## config.mk

```make
export PLATFORM = sky130hd
export DESIGN_NAME = vga_frame_scheduler
export DESIGN_NICKNAME = d
export VERILOG_FILES = /design/src/rtl/vga_frame_scheduler.sv
export SDC_FILE = /design/constraint.sdc
export NUM_CORES = 1
export LEC_CHECK = 0
export CAP_MARGIN = 20
export CORE_MARGIN = 2
export CORE_UTILIZATION = 23
export CTS_BUF_LIST = sky130_fd_sc_hd__clkbuf_2 sky130_fd_sc_hd__clkbuf_4 sky130_fd_sc_hd__clkbuf_8
export DETAILED_ROUTE_END_ITERATION = 8
export PLACE_DENSITY = 0.48
export SETUP_SLACK_MARGIN = 0.05
export SKIP_LAST_GASP = 1
export SYNTH_ARGS = -nofsm -noshare
export SYNTH_HDL_FRONTEND = slang
export SYNTH_SLANG_ARGS = --single-unit
```

## constraint.sdc

```tcl
create_clock -name clk -period 1.76 [get_ports clk]
set_clock_uncertainty 0.2 [all_clocks]
set_input_delay 0.352 -clock clk [delete_from_list [all_inputs] [get_ports clk]]
set_output_delay 0.352 -clock clk [all_outputs]
set_load 0.01 [all_outputs]
```

## src/rtl/vga_frame_scheduler.sv

```systemverilog
// vga_frame_scheduler: VGA raster counters plus a vertical-blanking arbiter.
// The arbiter grants one framebuffer write window per frame.
// Ports: clk, reset (sync, active-high), pix_en (pixel tick),
//   row/col (raster position), line_start/frame_start (pulses),
//   upd_req/upd_done (game logic), upd_grant, overrun (sticky).
// Option: define VGA_CLKDIV_EN to derive the pixel tick from an
//   internal divide-by-2 toggle instead of pix_en.
module vga_frame_scheduler #(
  parameter int HTOTAL        = 800,
  parameter int VTOTAL        = 525,
  parameter int VACTIVE_LINES = 480,
  parameter int GUARD_LINES   = 2
) (
  input  logic       clk,
  input  logic       reset,
  input  logic       pix_en,
  output logic [9:0] row,
  output logic [9:0] col,
  output logic       line_start,
  output logic       frame_start,
  input  logic       upd_req,
  output logic       upd_grant,
  input  logic       upd_done,
  output logic       overrun
);

  localparam logic [9:0] ROW_LAST  = 10'(HTOTAL - 1);
  localparam logic [9:0] COL_LAST  = 10'(VTOTAL - 1);
  localparam logic [9:0] VACT_LAST = 10'(VACTIVE_LINES - 1);
  localparam logic [9:0] GUARD_COL = 10'(VTOTAL - GUARD_LINES);

  typedef enum logic [1:0] {
    ACTIVE,
    VB_WAIT,
    VB_GRANT,
    VB_DONE
  } state_t;

  state_t     r_state;
  logic [9:0] r_row;
  logic [9:0] r_col;
  logic       r_line_start;
  logic       r_frame_start;
  logic       r_grant;
  logic       r_overrun;

  logic w_tick;
  logic w_line_wrap;
  logic w_frame_wrap;
  logic w_enter_vb;
  logic w_guard;

`ifdef VGA_CLKDIV_EN
  logic r_div;
  logic w_unused_pix_en;

  assign w_unused_pix_en = pix_en;

  // Phase is 0 after reset, so the first tick lands on the second clk.
  always_ff @(posedge clk) begin
    if (reset) begin
      r_div <= 1'b0;
    end else begin
      r_div <= ~r_div;
    end
  end

  assign w_tick = r_div;
`else
  assign w_tick = pix_en;
`endif

  // "Becomes" events: true on the edge where the counters take the value.
  assign w_line_wrap  = w_tick && (r_row == ROW_LAST);
  assign w_frame_wrap = w_line_wrap && (r_col == COL_LAST);
  assign w_enter_vb   = w_line_wrap && (r_col == VACT_LAST);

  // Guard looks at the visible line, so revocation lands one clk later.
  assign w_guard = (r_col >= GUARD_COL);

  always_ff @(posedge clk) begin
    if (reset) begin
      r_row         <= '0;
      r_col         <= '0;
      r_line_start  <= 1'b0;
      r_frame_start <= 1'b0;
    end else begin
      r_line_start  <= w_line_wrap;
      r_frame_start <= w_frame_wrap;
      if (w_tick) begin
        if (w_line_wrap) begin
          r_row <= '0;
          r_col <= (r_col == COL_LAST) ? '0 : r_col + 10'd1;
        end else begin
          r_row <= r_row + 10'd1;
        end
      end
    end
  end

  always_ff @(posedge clk) begin
    if (reset) begin
      r_state   <= ACTIVE;
      r_grant   <= 1'b0;
      r_overrun <= 1'b0;
    end else begin
      // A new overrun in the same cycle overrides this clear.
      if (w_frame_wrap) begin
        r_overrun <= 1'b0;
      end
      unique case (r_state)
        ACTIVE: begin
          if (w_enter_vb) begin
            r_state <= VB_WAIT;
          end
        end
        VB_WAIT: begin
          if (w_frame_wrap) begin
            r_state <= ACTIVE;
          end else if (w_guard) begin
            r_state <= VB_DONE;
          end else if (upd_req) begin
            r_state <= VB_GRANT;
            r_grant <= 1'b1;
          end
        end
        VB_GRANT: begin
          if (upd_done) begin
            r_state <= VB_DONE;
            r_grant <= 1'b0;
          end else if (w_guard) begin
            r_state   <= VB_DONE;
            r_grant   <= 1'b0;
            r_overrun <= 1'b1;
          end
        end
        VB_DONE: begin
          if (w_frame_wrap) begin
            r_state <= ACTIVE;
          end
        end
        default: begin
          r_state <= ACTIVE;
          r_grant <= 1'b0;
        end
      endcase
    end
  end

  assign row         = r_row;
  assign col         = r_col;
  assign line_start  = r_line_start;
  assign frame_start = r_frame_start;
  assign upd_grant   = r_grant;
  assign overrun     = r_overrun;

endmodule

```

-- Word-level counts from Yosys, hierarchy flattened
Index checks and enable logic that the tools add are counted.
- input bits: 5
- memories kept: 0
- memory bits (read-only): 0
- flip-flop bits (word level): 26
- RAM bits: 0
- bits in latches: 0
- output and inout port bits: 24
- word-level logic and storage cells: 51
- shift-type cells: 0
- bitwise operators: 0
- magnitude comparators: 1
- multiply operators: 0
- mux-type cells: 20
- reductions and logical operators: 8
- eq/ne operators: 13
- divide/modulo/power cells: 0
- add/subtract/negate cells: 2
- operators with widths (kind ; number):
    10-bit by 1-bit adder with 10-bit output (second input constant) ; 2
    10-bit == test (second input constant) ; 2
    10-bit 2-to-1 mux ; 2
    2-bit 2-to-1 mux ; 7
    10-bit by 9-bit == test with 1-bit output (second input constant) ; 1
    10-bit greater-or-equal comparator (second input constant) ; 1
    2-bit != test (second input constant) ; 5
    1-bit 2-to-1 mux ; 9
    2-bit one-hot mux with 4 select lines ; 1
    5-bit AND reduction ; 1
    2-bit == test (second input constant) ; 2
    4-bit != test (second input constant) ; 1
    4-bit AND reduction ; 1
    1-bit logical AND ; 3
    3-bit != test (second input constant) ; 1
    2-bit by 1-bit == test with 1-bit output (second input constant) ; 1
    2-bit zero test ; 1
    1-bit one-hot mux with 2 select lines ; 1
    2-bit AND reduction ; 1
    2-bit nonzero test ; 1

-- Longest topological paths before layout
Gate-level depths: netlist of the first run.
- depth in word-level cells: 7
- depth in mapped cells: 7
- gate-level depth less buffers: 5

-- Worst setup path after synthesis of the first run
Ideal clock, no wire load.
- path kind: input-to-reg
- start point: in pix_en
- end point: reg r_state[0]
- data arrival time: 1530 ps
- required time: 1457 ps
- path buffers: 1
- setup time: 103 ps
- cell stages on the path: 5
- slack: -74 ps
- cells stage by stage: buf_2 and4_1 nand4_4 o311a_1 a2111oi_2
- word-level cells in the longest chain between the ends: 4
- elaborated cells between the ends (all ways): 9
- classes of those cells: eq/ne (3); mux (2); reduce/logical (4)
- RTL lines (element ; line ; source):
    from (decl) ; 16 ; input logic pix_en,
    1-bit logical AND * ; 74 ; assign w_line_wrap = w_tick && (r_row == ROW_LAST);
    1-bit logical AND, on equally long branches ; 75, 76 ;
    4-bit != test (no line), or another cell as far along ; n/a ;
    4-bit AND reduction (no line) / 2-bit one-hot mux with 4 select lines (equally long branches) ; n/a ;
    to (signal assigned) ; 103 ; r_state <= ACTIVE;
    to (signal assigned) ; 114 ; r_state <= VB_WAIT;
    to (signal assigned) ; 119 ; r_state <= ACTIVE;
    to (decl) ; 39 ; state_t r_state;
Every way passes the cells marked *; elsewhere a longest branch is shown, timed or not.
A chain may end at the register's enable or synchronous reset.

-- Worst setup path in the final report of the first run
- start point: reg r_row[5], in the netlist row[5]
- end point: reg r_col[6], in the netlist col[6]
- word-level cells in the longest chain between the ends: 3
- RTL lines (element ; line ; source):
    from (decl) ; 40 ; logic [9:0] r_row;
    from (signal assigned) ; 95 ; r_row <= r_row + 10'd1;
    10-bit == test ; 74 ;
    1-bit logical AND ; 74 ;
    2-bit AND reduction (no line) ; n/a ;
    to (signal assigned) ; 93 ; r_col <= (r_col == COL_LAST) ? '0 : r_col + 10'd1;
    to (decl) ; 41 ; logic [9:0] r_col;
No other way between the ends.

==> results of run 1 <==
-- registers in the layout (all words and copies together) (netlist names), named ones only --
signal       flops
frame_start      1
row             10
upd_grant        1
r_state          1
overrun          1
line_start       1
col             10
-- routing by layer --
layer | routed length (um) | global-route usage
met1 | 1705 | 0.1621
met2 | 1737 | 0.2181
met3 | 86 | 0.02529
met4 | 43 | 0.04211
met5 | 0 | 0
-- where the power goes --
group          switching, mW  leakage (nW)  internal (mW)
Combinational         0.0309         0.574         0.0343
Clock                  0.199        0.0357          0.305
Sequential           0.00179         0.220          0.580
Total                  0.232         0.829          0.919
-- through the flow --
| stage | util | cells | cell area (sq um) | power (mW) | hold WS (ns) |
|---|---|---|---|---|---|
| finish | 0.3692 | 274 | 2008 | 1.151 | 0.2571 |
| global placement | 0.3382 | 267 | 1839 | 0.6711 | 0.2681 |
| floorplan | - | 145 | 1292 | 0.6339 | 0.2746 |
| global route | 0.3692 | 274 | 2008 | 1.200 | 0.2791 |
| CTS | 0.3614 | 274 | 1966 | 1.174 | 0.2844 |
| detailed placement | 0.3382 | 267 | 1839 | 0.6703 | 0.2714 |
-- area by class of cell --
type                    count  area [sq um]
fillers                   584          3431
well taps                  72         90.09
clock inverters             1         30.03
inverters                   7         26.28
clock buffers               3         41.29
multi-input cells         107         767.0
repair buffers             58         496.7
flip-flops and latches     26         556.8
-- cell usage in the layout (no fill, tap or decap), drive strengths merged, types with 4 or more instances in the layout --
cell type and instances:
a21oi 11, inv 7, xor2 5, nor2 14, nand2 5, o21ai 7
buf 30, nand4 11, clkdlybuf4s50 6, or4 4, xnor2 4, or3 4
nand3 6, dlygate4sd2 21, dfxtp 26, o31ai 5, nor3 6
-- logic make-up (layout without fill, tap and decap cells) --
group | count (synthesis) | in the layout | synth area share
muxes | 1 | 1 | 0.007843
adders and majority gates | 3 | 3 | 0.02941
DFF | 26 | 26 | 0.4078
xor gates and xnor gates | 9 | 9 | 0.06176
AOI/OAI and AO/OA | 32 | 32 | 0.1647
buffers and inverters | 13 | 69 | 0.04118
and+or+nand+nor | 61 | 62 | 0.2873
-- what timing repair did --
item,4_1_cts,5_1_grt
resized for setup,44,11
setup endpoints to repair,41,24
setup buffers,2,0
gates cloned,1,0
pin swaps,7,6
-- worst min path at each step --
stage / startpoint / end / slack, ns
detailed placement: overrun$_SDFF_PP0_ / overrun$_SDFF_PP0_ / 0.27
floorplan: r_state[0]$_SDFFE_PP0P_ / r_state[0]$_SDFFE_PP0P_ / 0.27
global route: overrun$_SDFF_PP0_ / overrun$_SDFF_PP0_ / 0.28
finish: overrun$_SDFF_PP0_ / overrun$_SDFF_PP0_ / 0.26
CTS: overrun$_SDFF_PP0_ / overrun$_SDFF_PP0_ / 0.28
global placement: overrun$_SDFF_PP0_ / overrun$_SDFF_PP0_ / 0.27
-- tightest hold or removal path, cell delays in order (launching register included) --
cell and delay, ns:
dfxtp_1 0.32, o21ai_2 0.05, a21oi_1 0.05
==> impl_metrics.ini, run 1 <==
[outcome]
status = complete, but fails checks
failed_checks = negative setup slack

[worst_hold_path]
hold_path_class = flop to flop
worst_hold_path.num_cells = 2

[sta]
maxSlewHeadroom = 0.7902
worst_pin_slew_ns = 0.3133
rsz0062_at_grt = true
tns_ns = -0.4211
layout_setup_ws_ns = -0.08695
finalSetupViolCount = 10
period_share = 1.049
min_period_ns = 1.847
slew_viol_final = 0
hold_viol_final = 0
max_freq_mhz = 541.4

[global_routing]
first_global_vias = 1243
grt_pass1_wl_um = 6230
grt_use_total = 0.1282
antenna_found_initial = 0
overflow = 0
grt_start_max_net_pins = 16

[drt]
routed_wl_um = 3573
ant_nets = 0
via_count = 1259
first_pass_iters = 4
wl_per_cell_um = 13.04
drtIter0Drc = 35
remaining_drc_errors = 0
drt-vias-per-instance = 4.595

[worst_setup_path]
ff2ff_setup_slack_ns = -0.09
crit_fanout = 8
crit_arrival_ns = 1.85
startpoint = row[5]$_SDFFE_PP0P_
cp.required_ns = 1.76
critPathBufInv = 1
ff2ff_path_depth = 5
cp-end-kind = flop
path_delay_family = simple AND/OR/NAND/NOR gates
cp-start-kind = flop
rr_endpoint = col[6]$_SDFFE_PP0P_
crit_path_top_delay_cell = or4_1
rr_startpoint = row[5]$_SDFFE_PP0P_
cp_slowest_stage_delay_ns = 0.50
path_cells = nor4b_4, buf_4, nand4_4, or4_1, a21oi_1
crit_end = col[6]$_SDFFE_PP0P_
critPathKind = flop to flop
cp.depth = 5

[place]
place_ws_ns = -0.4707
io_buffers = 28
place_congestion = 0.7513
dpl.hpwl_um = 2600

[clock_tree]
clk-insertion-delay-late_ns = 0.28
h-tree-depth = 1
clk_pin_slew_ns = 0.10
clock_sinks = 26
tritoncts = yes
cts_hold_buf = 0
cts_made_buffers = 3
cts_root_buffer = clkbuf_8
cts_max_path_buffers = 2

[die]
initial_core_util = 0.2346
num_rows = 27
core_sq_mm = 0.005439
chipWidth_um = 78.49
io_pins = 29
die_h_um = 78.49
dieArea_sq_mm = 0.006161

[yosys]
syn_avg_cell_area_sq_um = 8.802
async_reset_ff_frac = 0
syn_nets = 153
synth_area_sq_mm = 0.001276
yosys.area.top_type = dfxtp_1
ys_ff_latch = 26
synthTopCellsByArea = dfxtp_1, nand4_1, a21oi_1
ys_warn_count = 0
netlist.area_leader.share = 0.4078
synth_cell_types = 35
yosys_most_used_dff = dfxtp_1
ys_seq_area_frac = 0.4078
yosys.cell_count.top_type = dfxtp_1
netlist_instances = 145
synth_edf_count = 0
synth_common_cells = dfxtp_1, nor2_1, a21oi_1

[power]
pwr_density_cell_mw_per_mm2 = 573.3
peakVddDrop_mv = 0.4117
leakagePower_nw = 0.8295

[cells_and_area]
antennaDiodeCount = 0
final_nets = 211
drive_gt1_frac = 0.3119
areaGrowthSynthToFinish_pct = 57.35

[run]
cap_violations = 0
(Power assumes the default switching activity.)
==> run 2: changes to the inputs <==
- CAP_MARGIN: 20 -> default
- PLACE_DENSITY: 0.48 -> 0.47
- clock period: 1.76 -> 2 ns (I/O delays scaled with it)
==> impl_metrics.ini, run 2 (synthesis results as in run 1) <==
[drt]
ant_nets = 0
via_count = 1244
wl_per_cell_um = 12.96
drt-vias-per-instance = 4.712
remaining_drc_errors = 0
routed_wl_um = 3422
drtIter0Drc = 30
first_pass_iters = 4

[power]
peakVddDrop_mv = 0.3155
pwr_density_cell_mw_per_mm2 = 469.0
leakagePower_nw = 0.7036
total_power_mw = 0.8773

[place]
place_congestion = 0.7705
io_buffers = 28
placed_area_sq_mm = 0.001755
dp.cells = 257
dpl.hpwl_um = 2530
place_ws_ns = -0.4027

[global_routing]
overflow = 0
grt_use_total = 0.1121
antenna_found_initial = 0
first_global_vias = 1160
grt_start_max_net_pins = 14
grt_pass1_wl_um = 5520

[worst_setup_path]
cp_slowest_stage_delay_ns = 0.37
path_cells = nor4b_4, nand4_4, buf_4, buf_4, o31ai_1, a21oi_2
critPathBufInv = 2
path_delay_family = simple AND/OR/NAND/NOR gates
cp-end-kind = flop
crit_fanout = 6
cpMostUsedCell = buf_4
crit_arrival_ns = 1.91
cp-start-kind = flop
rr_startpoint = row[7]$_SDFFE_PP0P_
crit_path_top_delay_cell = dfxtp_4
cp.required_ns = 1.95
critPathKind = flop to flop
startpoint = row[7]$_SDFFE_PP0P_

[sta]
period_share = 0.9774
maxSlewHeadroom = 0.7656
holdWs_ns = 0.2913
slew_viol_final = 0
rsz0062_at_grt = true
finalSetupViolCount = 0
hold_viol_final = 0
min_period_ns = 1.955
layout_setup_ws_ns = 0.04529
tns_ns = 0
max_freq_mhz = 511.6
worst_pin_slew_ns = 0.3487

[clock_tree]
tritoncts = yes
clk-insertion-delay-late_ns = 0.27
cts_max_path_buffers = 2
clk_pin_slew_ns = 0.09
cts_made_buffers = 3
cts_hold_buf = 0
h-tree-depth = 1
cts_root_buffer = clkbuf_8
clock_sinks = 26

[cells_and_area]
final_nets = 202
final_cell_mix = clkdlybuf4s50_1, buf_4, dfxtp_1
finalNonFillerCells = 264
drive_gt1_frac = 0.2292
antennaDiodeCount = 0
stdcell_area_sq_mm = 0.001871
final_common_cell = clkdlybuf4s50_1
fin_util = 0.3439
areaGrowthSynthToFinish_pct = 46.57

[worst_hold_path]
hold_path_startpoint = overrun$_SDFF_PP0_
hold_path_class = flop to flop

[outcome]
status = finished clean

[die]
dieArea_sq_mm = 0.006161
num_rows = 27
core_sq_mm = 0.005439
die_h_um = 78.49
initial_core_util = 0.2346
chipWidth_um = 78.49
io_pins = 29

[run]
cap_violations = 0
[run 2: cell types whose count changed in the layout (fill, tap and decap cells not counted), sizes merged]
| cell | change |
|---|---|
| dlygate4sd2 | -20 |
| clkdlybuf4s50 | +18 |
| buf | -8 |
| dlymetal6s2s | +2 |
| bufinv | -1 |
| nand4 | -1 |
[run 2: cell type report]
type                       count  area [sq um]
clock buffer                   3         41.29
fill                         568          3568
sequential                    26         536.8
multi-input combinational    106         716.9
timing repair buffer          50         459.2
inverter                       7         26.28
tap                           72         90.09
[run 2: layer usage]
metal | vias to the layer above | share of wire | wire length [um] | GRT usage
li1 | 626 | - | - | -
met4 | 0 | 0.016 | 55 | 0.04561
met2 | 22 | 0.47 | 1609 | 0.1784
met5 | - | 0 | 0 | 0
met1 | 592 | 0.48 | 1650 | 0.1477
met3 | 4 | 0.031 | 107 | 0.02299
[run 2: final timing paths]
path              slack [ns]  depth (start not counted)                   to
hold reg to reg         0.29                          2   overrun$_SDFF_PP0_
hold / removal          0.29                          2   overrun$_SDFF_PP0_
setup / recovery        0.05                          6  col[7]$_SDFFE_PP0P_
setup reg to reg        0.05                          6  col[7]$_SDFFE_PP0P_
[run 2: worst register-to-register path: cells and delay by family, from the launching register on]
family,cells,cell delay (ns)
AO/OA/AOI/OAI,2,0.45
buffers and inverters,2,0.30
flip-flops,1,0.37
AND/OR/NAND/NOR,2,0.52
[run 2: where the power goes]
part / internal [mW] / total, mW / leakage [nW] / switching [mW]
sequential: 0.519 / 0.520 / 0.216 / 0.00177
clock: 0.135 / 0.303 / 0.0216 / 0.168
combinational: 0.0271 / 0.0540 / 0.466 / 0.0269
total: 0.681 / 0.877 / 0.704 / 0.196
[run 2: timing repair]
item | in CTS | in global routing
pin swaps | 0 | 5
resized for setup | 8 | 16
setup buffers | 0 | 4
setup endpoints to repair | 17 | 13
